File: config.mk
export PLATFORM = sky130hd
export DESIGN_NAME = result_bcd_converter_flat
export DESIGN_NICKNAME = d
export VERILOG_FILES = /design/src/rtl/result_bcd_converter_pkg.sv /design/src/rtl/result_bcd_converter_if.sv /design/src/rtl/result_bcd_converter_add3.sv /design/src/rtl/result_bcd_converter.sv /design/src/flat_wrapper.sv
export SDC_FILE = /design/constraint.sdc
export NUM_CORES = 1
export LEC_CHECK = 0
export ABC_CLOCK_PERIOD_IN_PS = 3600
export CORE_ASPECT_RATIO = 0.75
export CORE_MARGIN = 1.5
export CORE_UTILIZATION = 40
export DETAILED_ROUTE_END_ITERATION = 10
export DONT_BUFFER_PORTS = 1
export PLACE_DENSITY_LB_ADDON = 0.08
export SLEW_MARGIN = 15
export SYNTH_ARGS = -nofsm -noshare
export SYNTH_HDL_FRONTEND = slang
export SYNTH_SLANG_ARGS = --single-unit
File: constraint.sdc
create_clock -name clk -period 3.6 [get_ports clk]
set_clock_uncertainty 0.1 [all_clocks]
set_input_delay 0.72 -clock clk [delete_from_list [all_inputs] [get_ports clk]]
set_output_delay 0.72 -clock clk [all_outputs]
set_load 0.02 [all_outputs]
File: src/rtl/result_bcd_converter_pkg.sv
// Shared calculator definitions: conversion FSM states and datapath widths
// used by the ALU-result BCD converter and its interface.
package calc_pkg;

    localparam int BCD_DIGIT_W = 4;
    localparam int CONV_DIGITS = 5;
    localparam int CALC_WIDTH  = 16;

    typedef enum logic [1:0] {
        IDLE  = 2'd0,
        LOAD  = 2'd1,
        SHIFT = 2'd2,
        DONE  = 2'd3
    } conv_state_t;

endpackage

File: src/rtl/result_bcd_converter_if.sv
// Handshake and result bundle between the ALU-side requester and the
// BCD converter; the converter uses the slave modport.
interface result_bcd_converter_if #(
    parameter int WIDTH  = calc_pkg::CALC_WIDTH,
    parameter int DIGITS = calc_pkg::CONV_DIGITS
);
    logic                                      load;
    logic [WIDTH-1:0]                          value;
    logic                                      neg;
    logic                                      busy;
    logic                                      done;
    logic [calc_pkg::BCD_DIGIT_W*DIGITS-1:0]   bcd;
    logic                                      sign_out;
    logic [DIGITS-1:0]                         blank;

    modport master (
        output load, value, neg,
        input  busy, done, bcd, sign_out, blank
    );

    modport slave (
        input  load, value, neg,
        output busy, done, bcd, sign_out, blank
    );
endinterface

File: src/rtl/result_bcd_converter_add3.sv
// Double-dabble digit corrector: a BCD digit of 5 or more gets 3 added so the
// following left shift carries correctly into the next decimal digit.
module bcd_add3
    import calc_pkg::*;
(
    input  logic [BCD_DIGIT_W-1:0] d_i,
    output logic [BCD_DIGIT_W-1:0] d_o
);

    // Conditional +3 correction
    always_comb begin
        if (d_i >= 4'd5) begin
            d_o = d_i + 4'd3;
        end else begin
            d_o = d_i;
        end
    end

endmodule

File: src/rtl/result_bcd_converter.sv
// Sequential double-dabble converter: ALU magnitude + sign -> packed BCD, one bit per clock.
// Optional leading-zero blanking is built when LEADING_ZERO_BLANK_EN is defined.
module result_bcd_converter
    import calc_pkg::*;
#(
    parameter int WIDTH  = CALC_WIDTH,
    parameter int DIGITS = CONV_DIGITS
) (
    input  logic                    clk,
    input  logic                    rst,
    result_bcd_converter_if.slave   bus
);

    localparam int SW    = BCD_DIGIT_W * DIGITS;
    localparam int CNT_W = $clog2(WIDTH + 1);

    conv_state_t       state_q,   state_d;
    logic [WIDTH-1:0]  sreg_q,    sreg_d;
    logic [SW-1:0]     scratch_q, scratch_d;
    logic [SW-1:0]     scratch_adj_s;
    logic [CNT_W-1:0]  cnt_q,     cnt_d;
    logic              neg_q,     neg_d;
    logic              busy_q,    busy_d;
    logic              done_q,    done_d;
    logic [SW-1:0]     bcd_q,     bcd_d;
    logic              sign_q,    sign_d;
    logic [DIGITS-1:0] blank_q,   blank_d;

`ifdef LEADING_ZERO_BLANK_EN
    // Blank every digit above the highest nonzero one; the ones digit always shows
    function automatic logic [DIGITS-1:0] lead_zero_mask(input logic [SW-1:0] b);
        logic [DIGITS-1:0] m;
        logic              seen;
        m    = {DIGITS{1'b0}};
        seen = 1'b0;
        for (int i = DIGITS - 1; i > 0; i--) begin
            seen = seen | (b[i*BCD_DIGIT_W +: BCD_DIGIT_W] != 4'd0);
            m[i] = ~seen;
        end
        return m;
    endfunction
`endif

    for (genvar g = 0; g < DIGITS; g++) begin : g_add3
        bcd_add3 u_add3 (
            .d_i (scratch_q[g*BCD_DIGIT_W +: BCD_DIGIT_W]),
            .d_o (scratch_adj_s[g*BCD_DIGIT_W +: BCD_DIGIT_W])
        );
    end

    // Next-state and datapath logic for the conversion FSM
    always_comb begin
        state_d   = state_q;
        sreg_d    = sreg_q;
        scratch_d = scratch_q;
        cnt_d     = cnt_q;
        neg_d     = neg_q;
        busy_d    = busy_q;
        done_d    = 1'b0;
        bcd_d     = bcd_q;
        sign_d    = sign_q;
        blank_d   = blank_q;
        case (state_q)
            IDLE: begin
                if (bus.load) begin
                    state_d   = LOAD;
                    sreg_d    = bus.value;
                    neg_d     = bus.neg;
                    scratch_d = {SW{1'b0}};
                    cnt_d     = {CNT_W{1'b0}};
                    busy_d    = 1'b1;
                end else begin
                    state_d   = IDLE;
                end
            end
            LOAD: begin
                state_d = SHIFT;
            end
            SHIFT: begin
                scratch_d = {scratch_adj_s[SW-2:0], sreg_q[WIDTH-1]};
                sreg_d    = {sreg_q[WIDTH-2:0], 1'b0};
                cnt_d     = cnt_q + {{(CNT_W-1){1'b0}}, 1'b1};
                if (cnt_q == CNT_W'(WIDTH - 1)) begin
                    state_d = DONE;
                end else begin
                    state_d = SHIFT;
                end
            end
            DONE: begin
                state_d = IDLE;
                busy_d  = 1'b0;
                done_d  = 1'b1;
                bcd_d   = scratch_q;
                // A zero magnitude never shows a minus sign
                sign_d  = neg_q & (|scratch_q);
`ifdef LEADING_ZERO_BLANK_EN
                blank_d = lead_zero_mask(scratch_q);
`else
                blank_d = {DIGITS{1'b0}};
`endif
            end
            default: begin
                state_d = IDLE;
                busy_d  = 1'b0;
            end
        endcase
    end

    // State and output registers with synchronous reset
    always_ff @(posedge clk) begin
        if (rst) begin
            state_q   <= IDLE;
            sreg_q    <= {WIDTH{1'b0}};
            scratch_q <= {SW{1'b0}};
            cnt_q     <= {CNT_W{1'b0}};
            neg_q     <= 1'b0;
            busy_q    <= 1'b0;
            done_q    <= 1'b0;
            bcd_q     <= {SW{1'b0}};
            sign_q    <= 1'b0;
            blank_q   <= {DIGITS{1'b0}};
        end else begin
            state_q   <= state_d;
            sreg_q    <= sreg_d;
            scratch_q <= scratch_d;
            cnt_q     <= cnt_d;
            neg_q     <= neg_d;
            busy_q    <= busy_d;
            done_q    <= done_d;
            bcd_q     <= bcd_d;
            sign_q    <= sign_d;
            blank_q   <= blank_d;
        end
    end

    assign bus.busy     = busy_q;
    assign bus.done     = done_q;
    assign bus.bcd      = bcd_q;
    assign bus.sign_out = sign_q;
    assign bus.blank    = blank_q;

endmodule

File: src/flat_wrapper.sv
// flat-port wrapper written by rule: the top's interface ports become plain ports
module result_bcd_converter_flat import calc_pkg::*;
#(
    parameter int WIDTH  = CALC_WIDTH,
    parameter int DIGITS = CONV_DIGITS
)
  (clk, rst, bus_load, bus_value, bus_neg, bus_busy, bus_done, bus_bcd, bus_sign_out, bus_blank);
  result_bcd_converter_if #(.WIDTH(WIDTH), .DIGITS(DIGITS)) bus_i ();
  input  logic clk;
  input  logic rst;
  input wire logic [$bits(bus_i.load)-1:0] bus_load;
  input wire logic [$bits(bus_i.value)-1:0] bus_value;
  input wire logic [$bits(bus_i.neg)-1:0] bus_neg;
  output wire logic [$bits(bus_i.busy)-1:0] bus_busy;
  output wire logic [$bits(bus_i.done)-1:0] bus_done;
  output wire logic [$bits(bus_i.bcd)-1:0] bus_bcd;
  output wire logic [$bits(bus_i.sign_out)-1:0] bus_sign_out;
  output wire logic [$bits(bus_i.blank)-1:0] bus_blank;
  assign bus_i.load = bus_load;
  assign bus_i.value = bus_value;
  assign bus_i.neg = bus_neg;
  assign bus_busy = bus_i.busy;
  assign bus_done = bus_i.done;
  assign bus_bcd = bus_i.bcd;
  assign bus_sign_out = bus_i.sign_out;
  assign bus_blank = bus_i.blank;
  result_bcd_converter #(.WIDTH(WIDTH), .DIGITS(DIGITS)) u_core (.clk(clk), .rst(rst), .bus(bus_i));
endmodule
==> results of run 1 <==
## metal layers
layer	routed length (µm)	share of wire, %	vias up
met2	2490	41	52
li1	-	-	1141
met5	0	0	-
met3	368	6.1	9
met1	3130	51	1015
met4	93	1.5	0
## metrics by stage
stage | area [µm²] | std cells | total power [mW] | hold slack, ps | util [%]
final | 3410 | 434 | 1.64 | 345 | 45.5
after global placement | 3190 | 418 | 0.949 | 350 | 42.5
after global routing | 3410 | 434 | 1.73 | 302 | 45.5
after floorplan | 3180 | 337 | 0.945 | 337 | -
after detailed placement | 3190 | 418 | 0.953 | 358 | 42.5
after CTS | 3410 | 434 | 1.68 | 313 | 45.5
## synth_stat cells
cell type	number	area, µm²
nand4_1	1	6.26
nor3b_1	6	45.0
nor4_1	1	6.26
a21oi_1	16	80.1
inv_1	13	48.8
nor4b_1	2	17.5
buf_2	6	30.0
a211oi_1	15	113
mux2i_1	40	400
buf_6	3	33.8
nor2_2	1	6.26
nand2_1	12	45.0
nor3_1	2	10.0
nor2b_1	2	12.5
nand2b_1	11	68.8
a22o_1	14	123
nand3_1	3	15.0
and3_1	7	43.8
a2bb2oi_1	1	8.76
clkbuf_1	5	18.8
a32oi_1	2	17.5
nor2_1	44	165
xnor2_1	6	52.6
o21ai_0	16	80.1
buf_4	6	45.0
buf_1	3	11.3
and2b_4	1	10.0
and2_1	1	6.26
nor2_4	2	22.5
conb_1	1	3.75
mux2_2	1	11.3
dfxtp_1	67	1340
a22oi_1	1	7.51
nand3b_1	1	7.51
nand2b_2	1	8.76
ha_1	19	238
## critical path, cell delays in order, from the launching register on
cell	delay [ps]
dfxtp_1	310
inv_1	80
ha_1	450
nor2_1	150
nor2_4	560
nor2_4	190
a22o_1	280
## final timing paths
check	to	from	cells past startpoint
worst min register to register	u_core.neg_q$_SDFFE_PP0P_	u_core.neg_q$_SDFFE_PP0P_	2
worst min-delay path	u_core.sreg_q[14]$_SDFFE_PP0P_	rst	1
worst max-delay path	u_core.scratch_q[9]$_SDFFE_PP0P_	u_core.state_q[0]$_SDFF_PP0_	6
worst max register to register	u_core.scratch_q[9]$_SDFFE_PP0P_	u_core.state_q[0]$_SDFF_PP0_	6
## state kept, by name, indices dropped and copies added (netlist names)
name	cells
u_core.scratch_q	20
u_core.bus.bcd	20
u_core.sreg_q	16
u_core.bus.done	1
u_core.bus.sign_out	1
u_core.cnt_q	5
u_core.state_q	2
u_core.neg_q	1
u_core.bus.busy	1
## area by class of cell
cell class / count / area, µm²
Clock buffer: 12 / 155
Clock inverter: 4 / 72.6
Fill cell: 746 / 4090
Inverter: 13 / 48.8
Multi-Input combinational cell: 234 / 1650
Sequential cell: 67 / 1340
Tap cell: 101 / 126
Timing Repair Buffer: 3 / 22.5
## logic make-up after synthesis
family | after synthesis
AO/OA/AOI/OAI | 65
flip-flops | 67
AND/OR/NAND/NOR | 98
adder cells (fa/ha/maj) | 19
other | 1
buffers and inverters | 36
multiplexers | 41
XOR/XNOR | 6
## power by group
| part | switching [mW] | total (mW) | internal [mW] |
|---|---|---|---|
| Sequential | 0.0191 | 0.792 | 0.772 |
| Clock | 0.284 | 0.711 | 0.427 |
| Combinational | 0.0890 | 0.142 | 0.0530 |
==> summary.txt, run 1 <==
Placement
  – Post-detail-place hpwl: slightly above 4000 µm
  – GPL Wtd Cong: ~0.74
  – Buffers on Ports: 0
  – Setup WS pre-CTS: about 1300 ps

Synthesis
  – Post-synthesis simple-gate area fraction: 15.7%
  – Synth Register Bits: 67
  – Post-Syn Instances: around 330
  – Synth Warn #: 0
  – Avg Synthesized Cell Area: between 9 and 10 µm²
  – Synthesized cell area: approximately 3200 µm²
  – Xor/xnor share of the synthesized area: 1.66%
  – Unique masters post-synth: 36
  – Combinational family with the most area after synthesis: simple AND/OR/NAND/NOR gates
  – Post-synthesis sequential area ratio: 42.4%
  – Complex-gate fraction of the synthesized area: between 10% and 20%
  – Post-synthesis adder-cell area fraction: around 7.5%
  – Multiplexer share of the synthesized area: around an eighth

Floorplanning
  – Top-level port count: between 40 and 50
  – Die Wd: about 110 µm
  – Die height: roughly 80 µm
  – Row cnt: 27
  – Starting Density: a little over two fifths
  – Die Area: about 8400 µm²
  – Core box area: 7500 µm²

Global route
  – Global route hottest layer: met2
  – Global-route wire length before repair: approximately 10000 µm
  – GR Util All Layers: between 10% and 20%
  – Grt met1 use: a little over a fifth
  – Grt ovf: 0
  – Met2 Usage GRT: a little under a quarter
  – Largest net degree at the start of global routing: between 50 and 60
  – Met3 Use GR: ~6%
  – Initial antenna violation count: 0
  – Vias in the first global route: between 2000 and 2500

STA
  – Final hold viol count: 0
  – Fmax: 0.446 GHz
  – Setup TNS: 0 ps
  – RSZ-0062 raised after global routing: no
  – Fin crit period: around 2200 ps
  – Fin crit share: 62.4%
  – Worst-Margin Slew: around 700 ps
  – Final WS setup: between 1000 and 1500 ps
  – Max-Slew Margin vs Limit: between 50% and 60%
  – Setup violators final: 0
  – Slew Viols, Final: 0

Route
  – ANT nets after route: 0
  – Pre-antenna DRT Iters: 4
  – WL final: between 6000 and 7000 µm
  – DR iter-0 viols: 99
  – DRC errors left: 0
  – WL/cell: about 14 µm
  – Via count: about 2200
  – Via density: between 5 and 6

Finish
  – Most frequent cells in the layout: dfxtp_1 (67), nor2_1 (44), mux2i_1 (40)
  – Antenna Cells: 0
  – Most common cell after layout, fill and taps aside: dfxtp_1
  – Nets: 367
  – Layout area overhead: 8.00%
  – Share of layout cells above drive strength 1: under 10%

Worst setup path
  – CP required: 3730 ps
  – Arr. time, crit path: approximately 2400 ps
  – Crit. End Element: register
  – Crit start category: register
  – Crit Path Category: reg2reg
  – Crit path max fanout: 32
  – R2r setup slk: approximately 1400 ps

Power and ir drop
  – Max IR drop VDD: roughly 0.00019 V
  – Static Leak: about 1.3 nW
  – Power density cells: 482 nW/µm²

Clock network
  – Resize count post-CTS: 0
  – Postcts setup bufs: 0
  – Hold Buf Count CTS: 0
  – H-tree depth: 3
  – Worst-path clk slew: 80 ps
  – Clock buffer depth: 2
  – CTS tree: built
  – Total CTS buffers: 9
  – Root buf cell: clkbuf_8
  – CTS Sinks: 67
  – Worst skew pair latency: roughly 340 ps

Min path
  – Tightest Hold Check Type: in2reg

Job
  – Maximum capacitance violations: 0

Outcome
  – Status: finished, final reports clean
(Power assumes the default switching activity.)
==> inputs of run 2 (changes only) <==
Settings changed: ABC_CLOCK_PERIOD_IN_PS 3600 to 1960.
Clock period 3.6 ns to 1.96 ns, I/O delays scaled along.
==> run 2 against run 1 <==
Against the previous run: cell count increased by 1.2%; utilization grew 0.52 points; critical path depth stayed put; final area up 1.1%; critical path type unchanged; critical endpoint is now u_core.scratch_q[10]$_SDFFE_PP0P_; highest routed layer unchanged.
==> summary.txt, run 2 (synthesis results as in run 1) <==
Route
  – Uppermost layer routed: met4 (unchanged)
  – WL final: 6400 µm (was 6080 µm)
  – Via count: 2202 (was 2217)
  – ANT nets after route: 0 (unchanged)
  – Metal3 WL: 268 µm (was 368 µm)
  – M1 WL: 3430 µm (was 3130 µm)
  – WL/cell: 14.6 µm (was 14.0 µm)
  – DR iter-0 viols: 84 (was 99)
  – Met2 WL post-DR: 2640 µm (was 2490 µm)
  – Pre-antenna DRT Iters: 4 (unchanged)
  – DRC errors left: 0 (unchanged)
  – Via density: 5.02 (was 5.11)

Clock network
  – CTS Sinks: 67 (unchanged)
  – Resize count post-CTS: 0 (unchanged)
  – Worst skew pair latency: 330 ps (was 340 ps)
  – H-tree depth: 3 (unchanged)
  – CTS tree: built (unchanged)
  – Hold Buf Count CTS: 0 (unchanged)
  – Worst-path clk slew: 70 ps (was 80 ps)
  – Total CTS buffers: 9 (unchanged)
  – Root buf cell: clkbuf_8 (unchanged)
  – Clock buffer depth: 2 (unchanged)
  – Postcts setup bufs: 0 (unchanged)

Finish
  – Antenna Cells: 0 (unchanged)
  – Fillers: 740 (was 746)
  – Most common cell after layout, fill and taps aside: dfxtp_1 (unchanged)
  – Core Util, Final: 46.0% (was 45.5%)
  – Layout area overhead: 9.22% (was 8.00%)
  – Most frequent cells in the layout: dfxtp_1 (67), nor2_1 (44), mux2i_1 (40) (unchanged)
  – Nets: 372 (was 367)
  – Share of layout cells above drive strength 1: 8.28% (was 7.21%)

STA
  – Fin crit period: 1780 ps (was 2240 ps)
  – Setup TNS: 0 ps (unchanged)
  – Setup violators final: 0 (unchanged)
  – Max-Slew Margin vs Limit: 57.7% (was 52.9%)
  – RSZ-0062 raised after global routing: no (unchanged)
  – Fin crit share: 90.9% (was 62.4%)
  – Final hold viol count: 0 (unchanged)
  – Slew Viols, Final: 0 (unchanged)
  – Fmax: 0.561 GHz (was 0.446 GHz)
  – Worst-Margin Slew: 633 ps (was 705 ps)

Worst setup path
  – CP max stage cell: nor2_2 (was nor2_4)
  – Sequence of cells on the critical path: inv_1 -> ha_1 -> nand2b_2 -> nand2_1 -> nor2_2 -> a22o_1 (was inv_1 -> ha_1 -> nor2_1 -> nor2_4 -> nor2_4 -> a22o_1)
  – CP required: 2130 ps (was 3730 ps)
  – Arr. time, crit path: 1960 ps (was 2370 ps)
  – CP top delay family: simple AND/OR/NAND/NOR gates (unchanged)
  – Buffer and inverter count on the worst path: 1 (unchanged)
  – Critical Path Max Stage Delay: 510 ps (was 560 ps)
  – Crit start category: register (unchanged)
  – Crit. End Element: register (unchanged)
  – Crit path max fanout: 13 (was 32)
  – Crit Path Category: reg2reg (unchanged)

Global route
  – Grt ovf: 0 (unchanged)
  – Initial antenna violation count: 0 (unchanged)
  – GR Util All Layers: 16.1% (about the same)
  – Global-route wire length before repair: 10600 µm (was 10500 µm)
  – Vias in the first global route: 2155 (was 2149)
  – Largest net degree at the start of global routing: 57 (unchanged)

Outcome
  – Status: finished, final reports clean (unchanged)

Power and ir drop
  – Power density cells: 826 nW/µm² (was 482 nW/µm²)
  – Max IR drop VDD: 0.000341 V (was 0.000188 V)
  – Static Leak: 1.29 nW (was 1.27 nW)

Placement
  – Post-detail-place hpwl: 4120 µm (was 4050 µm)
  – Buffers on Ports: 0 (unchanged)
  – GPL Wtd Cong: 0.728 (was 0.743)

Job
  – Maximum capacitance violations: 0 (unchanged)

Floorplanning
  – Top-level port count: 48 (unchanged)
  – Die Area: 8450 µm² (unchanged)
  – Starting Density: 42.1% (unchanged)
  – Row cnt: 27 (unchanged)
  – Core box area: 7500 µm² (unchanged)
  – Die Wd: 106 µm (unchanged)
  – Die height: 80.0 µm (unchanged)

Min path
  – Tightest Hold Check Type: in2reg (unchanged)
run 2: stage by stage:
| stage | power (mW) | instance area (µm²) | cells | hold slack [ps] | setup slack (ps) |
|---|---|---|---|---|---|
| final | 2.85 | 3450 | 439 | 31.4 | 178 |
| after CTS | 2.89 | 3430 | 438 | 4.08 | 150 |
| after global routing | 3.01 | 3450 | 439 | 1.78 | 55.2 |
| after global placement | 1.77 | 3240 | 422 | 346 | 261 |
| after floorplan | 1.74 | 3180 | 337 | 337 | 351 |
| after detailed placement | 1.78 | 3240 | 422 | 363 | 176 |
run 2: path summary, 6_finish.rpt:
path / startpoint / endpoint / cells past startpoint / slack [ps]
max: u_core.state_q[0]$_SDFF_PP0_ / u_core.scratch_q[10]$_SDFFE_PP0P_ / 6 / 180
min: rst / u_core.bus.bcd[4]$_SDFFE_PP0P_ / 1 / 30
min reg2reg: u_core.cnt_q[3]$_SDFFE_PP0P_ / u_core.cnt_q[3]$_SDFFE_PP0P_ / 2 / 380
max reg2reg: u_core.state_q[0]$_SDFF_PP0_ / u_core.scratch_q[10]$_SDFFE_PP0P_ / 6 / 180
run 2: layout make-up:
cell class | instances | area (µm²) | share of cell area [%]
Clock buffer | 15 | 186 | 5.40
Clock inverter | 1 | 5.00 | 0.145
Inverter | 13 | 48.8 | 1.41
Multi-Input combinational cell | 234 | 1650 | 47.7
Sequential cell | 67 | 1340 | 38.9
Tap cell | 101 | 126 | 3.66
Timing Repair Buffer | 8 | 97.6 | 2.83
run 2: power breakdown:
part / internal, mW / total, mW / switching (mW)
registers: 1.42 / 1.45 / 0.0357
logic: 0.122 / 0.301 / 0.179
clock network: 0.598 / 1.10 / 0.499
total: 2.14 / 2.85 / 0.714
run 2: metal layers:
metal / up-vias / GRT usage [%]
met5: - / 0
met4: 0 / 4.05
met3: 5 / 6.53
met2: 32 / 24.4
met1: 1012 / 21.2
li1: 1153 / -
==> inputs of run 3 (changes only) <==
==> constraint.sdc (replaced) <==
create_clock -name clk -period 1.96 [get_ports clk]
set_clock_uncertainty 0.1 [all_clocks]
set_input_delay 0 -clock clk [delete_from_list [all_inputs] [get_ports clk]]
set_output_delay 0 -clock clk [all_outputs]
set_load 0.02 [all_outputs]
==> run 3 against run 2 <==
Against the previous run: total power is 1.4% higher; global-route usage is 0.34 points higher; final area is 5.7% higher; combinational power is 14% higher; setup slack better by 5.6 ps; non-clock buffer count is 19 higher; sequential share of layout area is 2.1 points lower; critical endpoint unchanged; largest cell class unchanged; highest routed layer unchanged.
==> summary.txt, run 3 (synthesis results as in run 1) <==
Outcome
  – Status: finished, final reports clean (unchanged)

Finish
  – Non-filler cells, final: 458 (was 439)
  – Nets: 391 (was 372)
  – Reg area: 1340 µm² (unchanged)
  – Antenna Cells: 0 (unchanged)
  – Area of the multi-input gates: 1650 µm² (unchanged)
  – Fillers: 731 (was 740)
  – Share of layout cells above drive strength 1: 7.84% (was 8.28%)
  – Most common cell after layout, fill and taps aside: dfxtp_1 (unchanged)
  – Most frequent cells in the layout: dfxtp_1 (67), nor2_1 (44), mux2i_1 (40) (unchanged)
  – Layout area overhead: 15.5% (was 9.22%)

Global route
  – Global-route wire length before repair: 10900 µm (was 10600 µm)
  – Largest net degree at the start of global routing: 57 (unchanged)
  – Initial antenna violation count: 0 (unchanged)
  – Vias in the first global route: 2227 (was 2155)
  – GR Util All Layers: 16.4% (was 16.1%)
  – Grt ovf: 0 (unchanged)

Floorplanning
  – Die height: 80.0 µm (unchanged)
  – Die Area: 8450 µm² (unchanged)
  – Row cnt: 27 (unchanged)
  – Die Wd: 106 µm (unchanged)
  – Starting Density: 42.1% (unchanged)
  – Core box area: 7500 µm² (unchanged)
  – Top-level port count: 48 (unchanged)

Clock network
  – Worst skew pair latency: 330 ps (about the same)
  – H-tree depth: 3 (unchanged)
  – Total CTS buffers: 9 (unchanged)
  – CTS tree: built (unchanged)
  – Root buf cell: clkbuf_8 (unchanged)
  – CTS Sinks: 67 (unchanged)
  – Clock buffer depth: 2 (unchanged)
  – Worst-path clk slew: 70 ps (about the same)

Power and ir drop
  – Power density cells: 793 nW/µm² (was 826 nW/µm²)
  – Overall power: 2.89 mW (was 2.85 mW)
  – Reg power frac: 50.3% (was 51.0%)
  – Max IR drop VDD: 0.000348 V (was 0.000341 V)
  – Combinational power share: 11.9% (was 10.6%)
  – Internal power: 2.17 mW (was 2.14 mW)
  – Static Leak: 1.38 nW (was 1.29 nW)
  – Net Sw Power: 0.729 mW (was 0.714 mW)
  – Switching portion of total power: 25.2% (was 25.0%)
  – Clk network pwr share: 37.9% (was 38.4%)

Route
  – Pre-antenna DRT Iters: 4 (unchanged)
  – Via density: 4.99 (was 5.02)
  – Via count: 2287 (was 2202)
  – WL final: 6280 µm (was 6400 µm)
  – WL/cell: 13.7 µm (was 14.6 µm)
  – DR iter-0 viols: 114 (was 84)
  – ANT nets after route: 0 (unchanged)
  – DRC errors left: 0 (unchanged)

Job
  – Maximum capacitance violations: 0 (unchanged)

STA
  – Slew Viols, Final: 0 (unchanged)
  – RSZ-0062 raised after global routing: no (unchanged)
  – Final hold viol count: 0 (unchanged)
  – Worst-Margin Slew: 629 ps (was 633 ps)
  – Fin crit share: 90.6% (was 90.9%)
  – Fin crit period: 1780 ps (about the same)
  – Setup TNS: 0 ps (unchanged)
  – Setup violators final: 0 (unchanged)
  – Fmax: 0.563 GHz (was 0.561 GHz)
  – Max-Slew Margin vs Limit: 58.0% (was 57.7%)

Placement
  – Post-detail-place hpwl: 4120 µm (unchanged)
  – Buffers on Ports: 0 (unchanged)
  – GPL Wtd Cong: 0.728 (unchanged)
  – Cells after DPL: 422 (unchanged)

Worst setup path
  – R2r setup slk: 180 ps (about the same)
  – Crit Path Category: reg2reg (unchanged)
  – Crit start category: register (unchanged)
  – Crit. End Element: register (unchanged)
  – Arr. time, crit path: 1950 ps (was 1960 ps)
  – CP required: 2130 ps (about the same)
  – Crit path max fanout: 13 (unchanged)

Min path
  – Tightest Hold Check Type: in2reg (unchanged)
## run 3: cell types whose count changed in the layout (fill, tap and decap cells not counted)
cell and delta:
buf_16 +1, dlygate4sd3_1 +19, buf_12 -1
## run 3: cell type report
type	count	share of cell area, %
clock buffers	15	5.11
clock inverters	1	0.137
inverters	13	1.34
multi-input cells	234	45.1
flip-flops and latches	67	36.8
well taps	101	3.46
repair buffers	27	8.09
## run 3: final timing paths
| check | cells past startpoint | endpoint | from |
|---|---|---|---|
| worst max register to register | 6 | u_core.scratch_q[10]$_SDFFE_PP0P_ | u_core.state_q[0]$_SDFF_PP0_ |
| worst min-delay path | 4 | u_core.cnt_q[1]$_SDFFE_PP0P_ | bus_load |
| worst max-delay path | 6 | u_core.scratch_q[10]$_SDFFE_PP0P_ | u_core.state_q[0]$_SDFF_PP0_ |
| worst min register to register | 2 | u_core.cnt_q[3]$_SDFFE_PP0P_ | u_core.cnt_q[3]$_SDFFE_PP0P_ |
## run 3: repair_timing
item / 4_1_cts / 5_1_grt
hold endpoints to repair: 67 / 0
resized for setup: 0 / 0
setup buffers: 0 / 0
hold buffers: 20 / 0
## run 3: critical path, cell delays in order, from the launching register on
cell,delay (ps)
dfxtp_1,330
inv_1,60
ha_1,290
nand2b_2,120
nand2_1,80
nor2_2,500
a22o_1,230
## run 3: per-layer routing
| metal | global-route usage (%) | share of wire [%] |
|---|---|---|
| met1 | 22.0 | 54 |
| met2 | 24.8 | 41 |
| met3 | 6.29 | 4.0 |
| met4 | 4.05 | 0.83 |
| met5 | 0 | 0 |
## run 3: through the flow
step	util [%]	hold slack [ps]	worst slack, ps	cell area, µm²
floorplan	-	47.5	351	3180
global placement	43.2	-26.9	261	3240
detailed placement	43.2	-22.2	176	3240
CTS	48.7	41.1	150	3650
global route	48.7	57.2	55.2	3650
finish	48.7	50.6	183	3650
## run 3: power groups by stage
stage / combinational, mW / clock [mW] / sequential [mW]
detailed placement: 0.292 / 0 / 1.49
global placement: 0.288 / 0 / 1.48
CTS: 0.350 / 1.14 / 1.45
finish: 0.344 / 1.10 / 1.45
floorplan: 0.260 / 0 / 1.48
global route: 0.384 / 1.21 / 1.46
